File: src/rtl/conf_int_mul_acc_stage.sv
// conf_int_mul_acc_stage: saturating burst accumulator for multiplier products.
// Sums len products per burst and holds the result until the consumer takes it.
module conf_int_mul_acc_stage #(
  parameter int DATA_PATH_BITWIDTH = 32,
  parameter int ACC_BITWIDTH = 72,
  parameter int LEN_BITWIDTH = 8
) (
  input  logic clk,
  input  logic rst,
  input  logic [2*DATA_PATH_BITWIDTH-1:0] prod,
  input  logic acc__sel,
  input  logic in_valid,
  output logic in_ready,
  input  logic [LEN_BITWIDTH-1:0] len,
  input  logic clear,
  output logic [ACC_BITWIDTH-1:0] acc_out,
  output logic out_valid,
  input  logic out_ready,
  output logic out_apx,
  output logic ovf
);
  typedef enum logic [1:0] {IDLE, ACCUM, DONE} state_t;
  state_t state, next;
  logic [LEN_BITWIDTH-1:0] remaining;
  logic [ACC_BITWIDTH:0] sum;
  logic accept;
  assign in_ready = state != DONE;
  assign out_valid = state == DONE;
  assign accept = in_valid && in_ready && !clear;
  // Extra top bit of sum is the unsigned carry that triggers saturation.
  assign sum = {1'b0, acc_out} + (ACC_BITWIDTH+1)'(prod);
  always_comb begin
    next = state;
    if (clear) next = IDLE;
    else if (state == IDLE && accept) next = (len <= LEN_BITWIDTH'(1)) ? DONE : ACCUM;
    else if (state == ACCUM && accept) next = (remaining == LEN_BITWIDTH'(1)) ? DONE : ACCUM;
    else if (state == DONE && out_ready) next = IDLE;
  end
  always_ff @(posedge clk or negedge rst)
    if (!rst) state <= IDLE;
    else state <= next;
  always_ff @(posedge clk or negedge rst)
    if (!rst) begin
      acc_out <= '0;
      remaining <= '0;
      out_apx <= 1'b0;
      ovf <= 1'b0;
    end else if (clear) begin
      acc_out <= '0;
      remaining <= '0;
      out_apx <= 1'b0;
      ovf <= 1'b0;
    end else if (accept && state == IDLE) begin
      acc_out <= ACC_BITWIDTH'(prod);
      remaining <= (len == '0) ? '0 : len - LEN_BITWIDTH'(1);
      out_apx <= ~acc__sel;
      ovf <= 1'b0;
    end else if (accept && state == ACCUM) begin
      acc_out <= sum[ACC_BITWIDTH] ? '1 : sum[ACC_BITWIDTH-1:0];
      remaining <= remaining - LEN_BITWIDTH'(1);
      out_apx <= out_apx | ~acc__sel;
      ovf <= ovf | sum[ACC_BITWIDTH];
    end
endmodule

File: config.mk
export PLATFORM = sky130hd
export DESIGN_NAME = conf_int_mul_acc_stage
export DESIGN_NICKNAME = d
export VERILOG_FILES = /design/src/rtl/conf_int_mul_acc_stage.sv
export SDC_FILE = /design/constraint.sdc
export NUM_CORES = 1
export LEC_CHECK = 0
export CAP_MARGIN = 15
export CORE_UTILIZATION = 35
export CTS_CLUSTER_DIAMETER = 60
export DETAILED_ROUTE_END_ITERATION = 8
export PLACE_DENSITY = 0.6
export SETUP_SLACK_MARGIN = 0.15
export SYNTH_ARGS = -nofsm -noshare
export SYNTH_HDL_FRONTEND = slang
export SYNTH_SLANG_ARGS = --single-unit
export TNS_END_PERCENT = 10
File: constraint.sdc
create_clock -name clk -period 2.74 [get_ports clk]
set_input_delay 0.548 -clock clk [delete_from_list [all_inputs] [get_ports clk]]
set_output_delay 0.548 -clock clk [all_outputs]
set_load 0.01 [all_outputs]
# [After elaboration in Yosys (flattened, before gate mapping)]
# Cells that the tools add are included.
[word_totals] register_bits=84 input_bits=78 output_inout_bits=76 wordCells=46
[classes] n_addsub=3 order_cmp=1 eq_ne=4 mux=20 n_bitwise=3 reduce_logical=10
[op_table] cell="two-way mux 72 bit" count=4
[op_table] cell="adder 72 x 64 -> 73 bit" count=1
[op_table] cell="two-way mux 8 bit" count=4
[op_table] cell="subtractor 8 x 1 -> 8 bit (second input constant)" count=2
[op_table] cell="two-way mux 2 bit" count=6
[op_table] cell="equality test 8 x 1 -> 1 bit (second input constant)" count=1
[op_table] cell="less-or-equal comparator 8 x 1 -> 1 bit (second input constant)" count=1
[op_table] cell="zero test 8 bit" count=1
[op_table] cell="two-way mux 1 bit" count=6
[op_table] cell="logical AND 1 bit" count=5
[op_table] cell="nonzero test 4 bit" count=1
[op_table] cell="nonzero test 3 bit" count=1
[op_table] cell="equality test 2 x 1 -> 1 bit (second input constant)" count=1
[op_table] cell="equality test 2 bit (second input constant)" count=1
[op_table] cell="zero test 2 bit" count=1
[op_table] cell="!= test 2 bit (second input constant)" count=1
[op_table] cell="bitwise OR 1 bit" count=2
[op_table] cell="zero test 1 bit" count=1
[op_table] cell="NOT 1 bit" count=1

# [Longest topological paths before layout]
# Gate-level depths: netlist of the first run.
[depth] ltp_word=7 ltp_mapped=14 depth_no_buf=12

# [Worst setup path after synthesis of the first run]
# No wires, ideal clock.
[synth_timing] path_type="input to register" from="input prod[0]" to="register acc_out[62]" setup_ns=0.122 t_arrival_ns=3.027 required_time_ns=2.618 path_slack_ns=-0.408 stages=12 path_cell_list="ha_1 -> fa_1 -> a211oi_1 -> o21bai_1 -> o21ai_1 -> a2111oi_2 -> o21ai_1 -> o21ai_1 -> a221o_1 -> a221oi_1 -> mux2i_1 -> nand2_1"
[synth_between] elab_chain_cells=5
[synth_lines] element="start, declared" line="10" source="input logic [2*DATA_PATH_BITWIDTH-1:0] prod,"
[synth_lines] element="adder 72 x 64 -> 73 bit" line="31" source="assign sum = {1'b0, acc_out} + (ACC_BITWIDTH+1)'(prod);"
[synth_lines] element="two-way mux 72 bit" line="59" source="acc_out <= sum[ACC_BITWIDTH] ? '1 : sum[ACC_BITWIDTH-1:0];"
[synth_lines] element="two-way mux 72 bit" line="58" source="end else if (accept && state == ACCUM) begin"
[synth_lines] element="two-way mux 72 bit" line="53" source="end else if (accept && state == IDLE) begin"
[synth_lines] element="two-way mux 72 bit" line="48" source="end else if (clear) begin"
[synth_lines] element="end signal, assigned" line="54" source="acc_out <= ACC_BITWIDTH'(prod);"
[synth_lines] element="end signal, assigned" line="59"
[synth_lines] element="end, declared" line="16" source="output logic [ACC_BITWIDTH-1:0] acc_out,"
# Every way passes these cells. The select of a mux whose other input is x is not followed.
# A chain may end at the register's enable or synchronous reset.

# [Worst setup path in the final report of the first run]
[layout_timing] from="input prod[17]" to="register acc_out[16]"
# The elaborated chain is that of the path after synthesis.

==> metrics, run 1 <==
dpl hpwl=22.5 mm; required time at the endpoint of the critical path=2980 ps; slowest stage cell on the critical path=sky130_fd_sc_hd__a221o_1; fraction of the mapped netlist area in compound gates=0.302; sequential cell area fraction in the yosys report=0.262; total via count in the routed design=9708; adder-cell area share of the yosys netlist=0.110; status=finished, violations left; fraction of layout cells with a size suffix above 1=0.366; highest achievable clock rate=333 MHz; Peak VDD IR=0.299 mV; number of flops mapped to enable cells by yosys=0; Slew Viols, Final=0; crit path buf inv count=3; number of synthesized register bits=84; kind of launch point of the worst setup path=primary input; overflow left after global routing=0; leading cell types by total area after synthesis=sky130_fd_sc_hd__dfrtp_1, sky130_fd_sc_hd__ha_1, sky130_fd_sc_hd__nand2_1; Pwr Density=530 nW/µm²; via count of the first global-routing pass=9809; # DRC=0; Starting Density=0.356; Avg Cell Area, Syn=7.74 µm²; routed len/inst=17.7 µm; initial DRC count=508; Vias/cell=5.46; syn nets=1186; cell family contributing the most delay on the critical path=compound AO/OA/AOI/OAI gates; root buffer cell=sky130_fd_sc_hd__clkbuf_16; synth-to-layout area growth=74.8%; placed insts=1732; CP Class=primary input to register; Inserted Clock Buffers=9; CP endpoint kind=register; CTS tree=done; maximum number of pins on one net before global-route repair=88; part of the total power dissipated in sequential elements=0.212; Simple-Gate Fraction of Synth Area=0.206; worst relative slew slack=0.620; failing checks=setup timing; area share of the largest cell type after synthesis=0.262; GR Util All Layers=0.262; top_reg_cell synth=sky130_fd_sc_hd__dfrtp_1; initial antenna violation count=1; post-synthesis mux area share=0.00748; Yosys Warn Count=0; weighted congestion reported at the end of routability-driven placement=0.905; Power Total=7.44 mW; net switching share of the total power=0.387; First-pass DRT Iterations=5; number of buffers inserted for hold repair after clock tree synthesis=0; RSZ-0062 raised after global routing=true; maximum level of the CTS H-tree=3; post-synthesis share of cell area spent on xor and xnor gates=0.0687; residual antenna-violating net count after detailed routing=0; power share of the clock group=0.206; Max-cap violations=0; number of standard cells in the final layout excluding fillers=1779; beginning of the critical path=prod[17]; flop2flop setup slack=-260 ps; layout net count=1636; cells traversed along the worst timing path=clkdlybuf4s15_2, ha_4, buf_4, a21oi_4, o21ai_2, a221o_1, nor4_4, a21boi_4, a31o_4, a21oi_4, o21ai_2, clkbuf_16, o221ai_1, nand2_1; asr flop ratio synth=1.00; Final Instance Area=14000 µm²; Die Width=153 µm; critical path capture point=acc_out[16]$_DFFE_PN0P_; largest family of logic cells by synthesized area=compound AO/OA/AOI/OAI gates; FF-to-FF End=acc_out[16]$_DFFE_PN0P_; total number of clock tree sinks=84; slew at the pin closest to its max-slew limit=570 ps; Routed Wire Length=31.4 mm; Final period util=1.10; insertion delay to the later sink of the worst-skew pair=360 ps; final setup vio count=73; clk buf depth=2; total I/O pin count=154; r2r startpoint=acc_out[17]$_DFFE_PN0P_; area of the placeable core=22600 µm²; Power Internal=4.56 mW; arrival time worst endpoint=3250 ps; number of distinct library cell variants in the gate-level netlist after synthesis=71; clock edge transition at the registers on the reported setup and hold paths=70 ps; Die Height=153 µm; Total Die Area=23600 µm²; worst path setup slack after routing=-265 ps; Logic pwr share=0.582; path category of the worst min-delay check=primary input to asynchronous set/reset pin; number of logic stages on the critical path including buffering=14; Final Hold Fails=0; Leak Pwr=6.55 nW; number of input and output port buffers inserted=153; r2r worst-path depth=13; cell area after synthesis=8030 µm²; maximum clock skew at final layout=8.08 ps; dominant cell type by area after synthesis=sky130_fd_sc_hd__dfrtp_1; num rows=55; post-layout min period=3010 ps; Slowest Stage Delay on Critical Path=350 ps; crit path max fanout=4; worst slack at placement=-1120 ps; wire length of the first global-routing pass=49.9 mm; gate count after technology mapping=1038; post-detailed-placement cell area=12300 µm²; net switching power of the design=2.88 mW
## metrics by stage
step	hold slack [ps]	TNS, ps	util
6_report	102	-13670	0.622
3_5_place_dp	475	-68350	0.543
3_3_place_gp	470	-62860	0.543
5_1_grt	128	-21640	0.622
2_1_floorplan	252	-7050	-
4_1_cts	112	-16390	0.597
## worst reg2reg max path, stage by stage (launching register included)
cell and delay (ps):
sky130_fd_sc_hd__dfrtp_1 420, sky130_fd_sc_hd__ha_4 240, sky130_fd_sc_hd__buf_4 150, sky130_fd_sc_hd__a21oi_4 170
sky130_fd_sc_hd__o21ai_2 80, sky130_fd_sc_hd__a221o_1 350, sky130_fd_sc_hd__nor4_4 200, sky130_fd_sc_hd__a21boi_4 100
sky130_fd_sc_hd__a31o_4 250, sky130_fd_sc_hd__a21oi_4 220, sky130_fd_sc_hd__o21ai_2 220, sky130_fd_sc_hd__clkbuf_16 240
sky130_fd_sc_hd__o221ai_1 170, sky130_fd_sc_hd__nand2_1 80
## layout by cell type (no fill, tap or decap), types with 7 or more instances in the layout
master / count
sky130_fd_sc_hd__nand2_1: 167
sky130_fd_sc_hd__dlygate4sd2_1: 32
sky130_fd_sc_hd__a21oi_2: 23
sky130_fd_sc_hd__and3_1: 12
sky130_fd_sc_hd__xnor2_1: 34
sky130_fd_sc_hd__nor2_1: 60
sky130_fd_sc_hd__a211oi_2: 9
sky130_fd_sc_hd__clkdlybuf4s50_1: 107
sky130_fd_sc_hd__nand3_1: 15
sky130_fd_sc_hd__o21ai_1: 27
sky130_fd_sc_hd__nor3_1: 20
sky130_fd_sc_hd__o211ai_1: 9
sky130_fd_sc_hd__xor2_1: 29
sky130_fd_sc_hd__buf_4: 327
sky130_fd_sc_hd__o21bai_1: 12
sky130_fd_sc_hd__inv_1: 30
sky130_fd_sc_hd__a21oi_1: 72
sky130_fd_sc_hd__and2_1: 10
sky130_fd_sc_hd__buf_6: 7
sky130_fd_sc_hd__ha_1: 23
sky130_fd_sc_hd__nand4_1: 24
sky130_fd_sc_hd__clkbuf_16: 13
sky130_fd_sc_hd__dfrtp_1: 83
sky130_fd_sc_hd__a21o_1: 41
sky130_fd_sc_hd__o21ai_0: 38
sky130_fd_sc_hd__buf_12: 7
sky130_fd_sc_hd__o221ai_2: 33
sky130_fd_sc_hd__ha_4: 44
sky130_fd_sc_hd__o221ai_1: 11
sky130_fd_sc_hd__o21ai_2: 12
sky130_fd_sc_hd__a31oi_1: 8
## cells in the mapped netlist, types with 5 or more instances
| cell type | number |
|---|---|
| sky130_fd_sc_hd__a21o_1 | 41 |
| sky130_fd_sc_hd__nand3_1 | 15 |
| sky130_fd_sc_hd__o211ai_1 | 9 |
| sky130_fd_sc_hd__o221ai_1 | 44 |
| sky130_fd_sc_hd__clkbuf_1 | 49 |
| sky130_fd_sc_hd__nor2_1 | 64 |
| sky130_fd_sc_hd__a211oi_1 | 13 |
| sky130_fd_sc_hd__nand2_1 | 171 |
| sky130_fd_sc_hd__a22oi_1 | 6 |
| sky130_fd_sc_hd__or3_1 | 6 |
| sky130_fd_sc_hd__o21bai_1 | 14 |
| sky130_fd_sc_hd__o21ai_1 | 15 |
| sky130_fd_sc_hd__nand4_1 | 24 |
| sky130_fd_sc_hd__ha_1 | 69 |
| sky130_fd_sc_hd__xor2_1 | 29 |
| sky130_fd_sc_hd__a221o_1 | 6 |
| sky130_fd_sc_hd__nor3_1 | 24 |
| sky130_fd_sc_hd__xnor2_1 | 34 |
| sky130_fd_sc_hd__inv_1 | 30 |
| sky130_fd_sc_hd__a31oi_1 | 10 |
| sky130_fd_sc_hd__dfrtp_1 | 84 |
| sky130_fd_sc_hd__mux2i_1 | 6 |
| sky130_fd_sc_hd__nor2b_1 | 5 |
| sky130_fd_sc_hd__a21boi_0 | 5 |
| sky130_fd_sc_hd__o22ai_1 | 8 |
| sky130_fd_sc_hd__and3_1 | 12 |
| sky130_fd_sc_hd__and2_1 | 11 |
| sky130_fd_sc_hd__o21ai_0 | 63 |
| sky130_fd_sc_hd__a21oi_1 | 98 |
| sky130_fd_sc_hd__nor4_1 | 5 |
## layer usage
metal  global-route usage  wire length [µm]  vias up
met4               0.0971               877        0
met2                0.444             15000      265
met1                0.337             14000     4638
met3               0.0380              1510       56
li1                     -                 -     4749
met5                    0                 0        -
## sequential cells by signal, summed over array words and instances, names as in the netlist
name       count
acc_out       72
remaining      8
state          2
out_apx        1
ovf            1
## power by group through the flow
stage	Sequential, mW	Clock (mW)	Combinational (mW)
global route	1.60	1.60	4.67
CTS	1.57	1.56	4.08
global placement	1.55	0	3.74
floorplan	1.62	0	1.75
finish	1.58	1.53	4.33
detailed placement	1.55	0	3.75
## worst min path at each step
stage                        startpoint                        to  slack, ps
3_5_place_dp   remaining[3]$_DFFE_PN0P_  remaining[3]$_DFFE_PN0P_        480
5_1_grt                             rst   acc_out[69]$_DFFE_PN0P_        130
4_1_cts                             rst   acc_out[69]$_DFFE_PN0P_        110
6_report                            rst   acc_out[69]$_DFFE_PN0P_        100
2_1_floorplan                       rst    acc_out[0]$_DFFE_PN0P_        250
3_3_place_gp   remaining[3]$_DFFE_PN0P_  remaining[3]$_DFFE_PN0P_        470
## layout make-up
| type | instances | area, µm² |
|---|---|---|
| Fill cell | 1946 | 8530 |
| Multi-Input combinational cell | 865 | 6840 |
| Timing Repair Buffer | 497 | 4270 |
| Sequential cell | 84 | 2100 |
| Tap cell | 285 | 357 |
| Clock buffer | 9 | 225 |
| Clock inverter | 7 | 130 |
| Inverter | 31 | 116 |
| Antenna cell | 1 | 2.50 |
## timing repair
action,in CTS,in global routing
buffers inserted,16,7
endpoints found under the setup margin,73,73
endpoints found under the hold margin,0,0
resized for setup,174,90
gates cloned,2,5
pin swaps,55,59
## kinds of logic after synthesis
| family | Yosys count |
|---|---|
| AOI/OAI and AO/OA | 365 |
| xor gates and xnor gates | 63 |
| adders and majority gates | 70 |
| buffers and inverters | 91 |
| DFF | 84 |
| muxes | 6 |
| and+or+nand+nor | 359 |
No activity file was read; power rests on OpenSTA's default activity.
==> run 2, diff against run 1 <==
--- a/config.mk
+++ b/config.mk
@@ -6,6 +6,7 @@
 export NUM_CORES = 1
 export LEC_CHECK = 0
 export CAP_MARGIN = 15
+export CORE_MARGIN = 2
 export CORE_UTILIZATION = 35
 export CTS_CLUSTER_DIAMETER = 60
 export DETAILED_ROUTE_END_ITERATION = 8
==> run 2 against run 1 <==
  * The flow still finishes with violations (setup timing)
  * Clock skew up 2.8 ps
  * Register-to-register slack lost 60 ps
  * Core utilization is 1.4 points lower
  * Power is 4.6% lower
  * Clock power decreased by 16%
  * Combinational power down 2%
  * Fmax down 2.7%
  * Sequential share of layout area up 0.35 points
  * Critical path depth shrank 1
  * Largest power group unchanged
==> metrics, run 2 (synthesis results as in run 1) <==
RSZ-0062 raised after global routing=true; crit path max fanout=8 (+4); Routed Wire Length=31.7 mm (+0.74%); initial DRC count=676 (+33%); post-detailed-placement cell area=12100 µm² (-0.90%); arrival time worst endpoint=3340 ps (+90 ps); Final Hold Fails=0 (unchanged); maximum number of pins on one net before global-route repair=88 (unchanged); Die Height=155 µm (+1.3%); filler cell count=2017 (+3.6%); Largest register FFs=72 (unchanged); Slew Viols, Final=0 (unchanged); CP Class=primary input to register; Logic pwr share=0.598 (+0.016); weighted congestion reported at the end of routability-driven placement=0.912 (+0.78%); Power Internal=4.23 mW (-7.3%); synth-to-layout area growth=70.9%; Final Instance Area=13700 µm² (-2.3%); CTS tree=done; Leak Pwr=6.38 nW (-2.6%); cells traversed along the worst timing path=clkdlybuf4s50_1, ha_1, a21o_1, a21o_1, a21oi_2, o21ai_1, a221o_1, and2_4, a21oi_4, o21ai_4, clkbuf_16, o221ai_2, nand2_1; Max-cap violations=0 (unchanged); global-route track usage on met1=0.330 (-0.00704); sum of negative setup slack=-20580 ps (-6910 ps); area of the placeable core=22600 µm² (unchanged); overflow left after global routing=0 (unchanged); path category of the worst min-delay check=primary input to asynchronous set/reset pin; # DRC=0 (unchanged); total I/O pin count=154 (unchanged); clock edge transition at the registers on the reported setup and hold paths=80 ps (about the same); First-pass DRT Iterations=7 (+2); Slowest Stage Delay on Critical Path=490 ps (+140 ps); flop2flop setup slack=-320 ps (-60 ps); number of input and output port buffers inserted=153 (unchanged); slowest stage cell on the critical path=sky130_fd_sc_hd__clkdlybuf4s50_1; Inserted Clock Buffers=9 (unchanged); CP endpoint kind=register; failing checks=setup timing; area occupied by multi-input gates=6720 µm² (-1.8%); Pwr Density=517 nW/µm² (-2.4%); clk buf depth=2 (unchanged); highest achievable clock rate=324 MHz (-2.7%); total via count in the routed design=9701 (-0.072%); most congested layer reported by global routing=met2; routed len/inst=18.0 µm (+1.8%); leading registers by flop count=acc_out: 72 flops, remaining: 8 flops, state: 2 flops; net switching power of the design=2.87 mW (-0.43%); Top cell by count, worst path=sky130_fd_sc_hd__a21o_1; Final period util=1.13 (+0.0301); leading cell type in the layout, fill and taps excluded=sky130_fd_sc_hd__buf_4; num rows=55 (unchanged); Vias/cell=5.51 (+0.95%); Total Die Area=24200 µm² (+2.6%); post-layout utilization of the core=0.608 (-0.0140); residual antenna-violating net count after detailed routing=0 (unchanged); Peak VDD IR=0.243 mV (-19%); Die Width=155 µm (+1.3%); GR Util met3=0.0234 (-0.0146); GR Util All Layers=0.254 (-0.00866); status=finished, violations left; Starting Density=0.356 (unchanged); sequential standard cell area=2100 µm² (unchanged); insertion delay to the later sink of the worst-skew pair=370 ps (about the same); commonest cells after routing, fill and taps aside=sky130_fd_sc_hd__buf_4, sky130_fd_sc_hd__nand2_1, sky130_fd_sc_hd__clkdlybuf4s50_1; slew at the pin closest to its max-slew limit=584 ps (+14.1 ps); maximum level of the CTS H-tree=3 (unchanged); via count of the first global-routing pass=9781 (-0.29%); fraction of layout cells with a size suffix above 1=0.346 (-0.0199); wire length of the first global-routing pass=49.5 mm (-0.83%); Hold Slack=153 ps (+50.5 ps); part of the total power dissipated in sequential elements=0.222 (+0.010); layout net count=1618 (-1.1%); maximum clock skew at final layout=10.9 ps (+2.82 ps); dpl hpwl=22.4 mm (-0.53%); post-layout min period=3090 ps (+82.5 ps); power share of the clock group=0.180 (-0.026); register bank with the most flops=acc_out; worst relative slew slack=0.609 (-0.0108); total number of clock tree sinks=84 (unchanged); worst path setup slack after routing=-348 ps (-82.5 ps); number of buffers inserted for hold repair after clock tree synthesis=0 (unchanged); net switching share of the total power=0.404 (+0.0171); required time at the endpoint of the critical path=3000 ps (+20 ps); kind of launch point of the worst setup path=primary input; initial antenna violation count=1 (unchanged); final setup vio count=72 (-1.4%); root buffer cell=sky130_fd_sc_hd__clkbuf_16; global-route met2 utilization=0.439 (-0.00505)
[run 2: metal layers]
layer | up-vias | share of wire
met5 | - | 0
met4 | 0 | 0.030
met3 | 54 | 0.042
met2 | 270 | 0.48
met1 | 4667 | 0.44
li1 | 4710 | -
[run 2: final cells by class]
type,count,share of cell area
Inverter,31,0.00848
Sequential cell,84,0.153
Timing Repair Buffer,480,0.301
Tap cell,285,0.0260
Multi-Input combinational cell,864,0.490
Clock inverter,7,0.00520
Antenna cell,1,0.000182
Clock buffer,9,0.0164
[run 2: worst paths after layout]
check,start,endpoint,cells after the start
min in group clk,remaining[3]$_DFFE_PN0P_,remaining[3]$_DFFE_PN0P_,1
worst min register to register,remaining[3]$_DFFE_PN0P_,remaining[3]$_DFFE_PN0P_,1
worst max register to register,acc_out[0]$_DFFE_PN0P_,acc_out[39]$_DFFE_PN0P_,14
max in group asynchronous,rst,acc_out[31]$_DFFE_PN0P_,2
worst max-delay path,prod[57],acc_out[39]$_DFFE_PN0P_,13
worst min-delay path,rst,acc_out[70]$_DFFE_PN0P_,1
[run 2: power by group through the flow]
stage / clock network [mW] / logic, mW / registers (mW)
CTS: 1.30 / 4.07 / 1.57
finish: 1.28 / 4.24 / 1.57
global placement: 0 / 3.70 / 1.55
floorplan: 0 / 1.75 / 1.62
detailed placement: 0 / 3.72 / 1.56
global route: 1.36 / 4.59 / 1.59
[run 2: metrics by stage]
step | cells | power [mW] | setup slack, ps
6_report | 1761 | 7.09 | -348
5_1_grt | 1761 | 7.54 | -458
3_3_place_gp | 1720 | 5.26 | -1050
3_5_place_dp | 1720 | 5.28 | -1120
4_1_cts | 1756 | 6.94 | -336
2_1_floorplan | 1038 | 3.38 | -227
[run 2: timing repair]
action / 4_1_cts / 5_1_grt
setup endpoints to repair: 73 / 73
gates resized for setup: 178 / 50
pin swaps: 71 / 34
gates cloned: 3 / 3
buffers inserted: 17 / 1
[run 2: worst max-delay path, delay by kind of cell]
| family | cells | cell delay, ps |
|---|---|---|
| buf+inv | 2 | 750 |
| fa+ha+maj | 1 | 250 |
| simple gates | 2 | 240 |
| compound gates | 8 | 1540 |
==> run 3, diff against run 2 <==
--- a/config.mk
+++ b/config.mk
@@ -10,8 +10,7 @@
 export CORE_UTILIZATION = 35
 export CTS_CLUSTER_DIAMETER = 60
 export DETAILED_ROUTE_END_ITERATION = 8
-export PLACE_DENSITY = 0.6
-export SETUP_SLACK_MARGIN = 0.15
+export SETUP_SLACK_MARGIN = 0.02
 export SYNTH_ARGS = -nofsm -noshare
 export SYNTH_HDL_FRONTEND = slang
 export SYNTH_SLANG_ARGS = --single-unit
==> run 3 against run 2 <==
  * Final area is the same
  * The flow still finishes with violations (setup timing)
  * Routed wire length is essentially flat
  * Combinational power is essentially flat
  * Cell count is the same
  * Worst hold slack lost 3.3 ps
  * Largest cell class unchanged
  * Worst setup slack gained 10 ps
  * Global-route usage is the same
  * Critical path depth is the same
  * Flip-flop and latch count is the same
  * Sequential share of layout area is the same
  * Count of clock-buffer cells in the layout is the same
==> metrics, run 3 (synthesis results as in run 1) <==
area of the placeable core=22600 µm² (unchanged); clock edge transition at the registers on the reported setup and hold paths=80 ps (about the same); maximum level of the CTS H-tree=3 (unchanged); post-layout min period=3080 ps (-10.4 ps); Die Width=155 µm (unchanged); synth-to-layout area growth=70.9% (unchanged); via count of the first global-routing pass=9781 (unchanged); number of buffers inserted for hold repair after clock tree synthesis=0 (unchanged); dpl hpwl=22.4 mm (unchanged); Max-cap violations=0 (unchanged); CTS tree=done; path category of the worst min-delay check=primary input to asynchronous set/reset pin; wire length of the first global-routing pass=49.5 mm (unchanged); CP Class=primary input to register; register bank with the most flops=acc_out; highest achievable clock rate=325 MHz (+0.34%); Peak VDD IR=0.243 mV (+0.23%); CP endpoint kind=register; residual antenna-violating net count after detailed routing=0 (unchanged); beginning of the critical path=prod[57]; worst path setup slack after routing=-337 ps (+10.4 ps); critical path capture point=acc_out[49]$_DFFE_PN0P_; worst relative slew slack=0.613 (+0.00359); # DRC=0 (unchanged); Final Hold Fails=0 (unchanged); routed len/inst=18.0 µm (about the same); number of standard cells in the final layout excluding fillers=1761 (unchanged); root buffer cell=sky130_fd_sc_hd__clkbuf_16; Slew Viols, Final=0 (unchanged); GR Util All Layers=0.254 (unchanged); initial antenna violation count=1 (unchanged); failing checks=setup timing; First-pass DRT Iterations=7 (unchanged); fraction of layout cells with a size suffix above 1=0.346 (unchanged); required time at the endpoint of the critical path=2990 ps (about the same); status=finished, violations left; slew at the pin closest to its max-slew limit=581 ps (-3.17 ps); RSZ-0062 raised after global routing=true; crit path buf inv count=2 (unchanged); total number of clock tree sinks=84 (unchanged); Leak Pwr=6.38 nW (unchanged); Largest register FFs=72 (unchanged); commonest cells after routing, fill and taps aside=sky130_fd_sc_hd__buf_4, sky130_fd_sc_hd__nand2_1, sky130_fd_sc_hd__clkdlybuf4s50_1; arrival time worst endpoint=3330 ps (about the same); maximum clock skew at final layout=10.9 ps (-0.0234 ps); Total Die Area=24200 µm² (unchanged); crit path max fanout=7 (-1); Starting Density=0.356 (unchanged); overflow left after global routing=0 (unchanged); kind of launch point of the worst setup path=primary input; Inserted Clock Buffers=9 (unchanged); r2r startpoint=acc_out[0]$_DFFE_PN0P_; slowest stage cell on the critical path=sky130_fd_sc_hd__clkdlybuf4s50_1; weighted congestion reported at the end of routability-driven placement=0.912 (unchanged); Top cell by count, worst path=sky130_fd_sc_hd__a21o_1; cell family contributing the most delay on the critical path=compound AO/OA/AOI/OAI gates; Vias/cell=5.52 (+0.29%); initial DRC count=613 (-9.3%); Hold Slack=149 ps (-3.29 ps); leading cell type in the layout, fill and taps excluded=sky130_fd_sc_hd__buf_4; insertion delay to the later sink of the worst-skew pair=370 ps (about the same); Slowest Stage Delay on Critical Path=490 ps (about the same); clk buf depth=2 (unchanged); maximum number of pins on one net before global-route repair=88 (unchanged); leading registers by flop count=acc_out: 72 flops, remaining: 8 flops, state: 2 flops; total via count in the routed design=9729 (+0.29%); Die Height=155 µm (unchanged); total I/O pin count=154 (unchanged); final setup vio count=72 (unchanged); number of logic stages on the critical path including buffering=13 (unchanged); number of input and output port buffers inserted=153 (unchanged); FF-to-FF End=acc_out[49]$_DFFE_PN0P_; cells traversed along the worst timing path=clkdlybuf4s50_1, ha_1, a21o_1, a21o_1, a21oi_2, o21ai_1, a221o_1, and2_4, a21oi_4, o21ai_4, buf_12, o221ai_1, nand2_1; r2r worst-path depth=14 (unchanged); Final period util=1.12 (-0.00379); flop2flop setup slack=-320 ps (about the same); placed insts=1720 (unchanged); layout net count=1618 (unchanged); Pwr Density=517 nW/µm² (about the same); Routed Wire Length=31.7 mm (about the same); num rows=55 (unchanged)
==> run 3: cell counts in the layout (fill, tap and decap cells not counted) <==
Identical to the previous run, type by type.
==> run 3: metrics by stage <==
stage                     area [µm²]  power, mW  setup TNS [ps]  setup WS (ps)  utilization
after floorplan                 8150       3.38           -7050           -227            -
after global placement         12100       5.26          -64040          -1050        0.538
after detailed placement       12100       5.28          -70890          -1120        0.538
after CTS                      13400       6.94          -20930           -336        0.593
after global routing           13700       7.54          -28870           -458        0.608
final                          13700       7.10          -20170           -337        0.608
==> run 3: report_power, final <==
group / internal, mW / switching, mW / leakage, nW
logic: 2.18 / 2.07 / 5.12
registers: 1.41 / 0.168 / 1.12
clock network: 0.642 / 0.639 / 0.139
==> run 3: layout make-up <==
cell class | instances | area, µm²
diodes | 1 | 2.50
clock buffers | 9 | 225
clock inverters | 7 | 71.3
fillers | 2017 | 8850
inverters | 31 | 116
multi-input cells | 864 | 6720
flip-flops and latches | 84 | 2100
well taps | 285 | 357
repair buffers | 480 | 4130
==> run 3: timing repair <==
| action | 4_1_cts | 5_1_grt |
|---|---|---|
| setup endpoints to repair | 73 | 73 |
| setup buffers | 17 | 1 |
| pin swaps | 71 | 34 |
| resized for setup | 178 | 50 |
| gates cloned | 3 | 3 |
| endpoints found under the hold margin | 0 | 0 |
==> run 3: worst min path at each step <==
| stage | slack [ps] | endpoint | cells after the start |
|---|---|---|---|
| 4_1_cts | 170 | acc_out[70]$_DFFE_PN0P_ | 1 |
| 6_report | 150 | acc_out[70]$_DFFE_PN0P_ | 1 |
| 3_3_place_gp | 470 | remaining[3]$_DFFE_PN0P_ | 1 |
| 2_1_floorplan | 250 | acc_out[0]$_DFFE_PN0P_ | 0 |
| 3_5_place_dp | 480 | remaining[3]$_DFFE_PN0P_ | 1 |
| 5_1_grt | 190 | acc_out[70]$_DFFE_PN0P_ | 1 |
==> run 3: per-layer routing <==
metal	vias up	global-route usage	share of wire	wire length, µm
met4	0	0.0909	0.030	939
li1	4712	-	-	-
met5	-	0	0	0
met3	53	0.0234	0.042	1330
met2	283	0.439	0.48	15300
met1	4681	0.330	0.45	14100
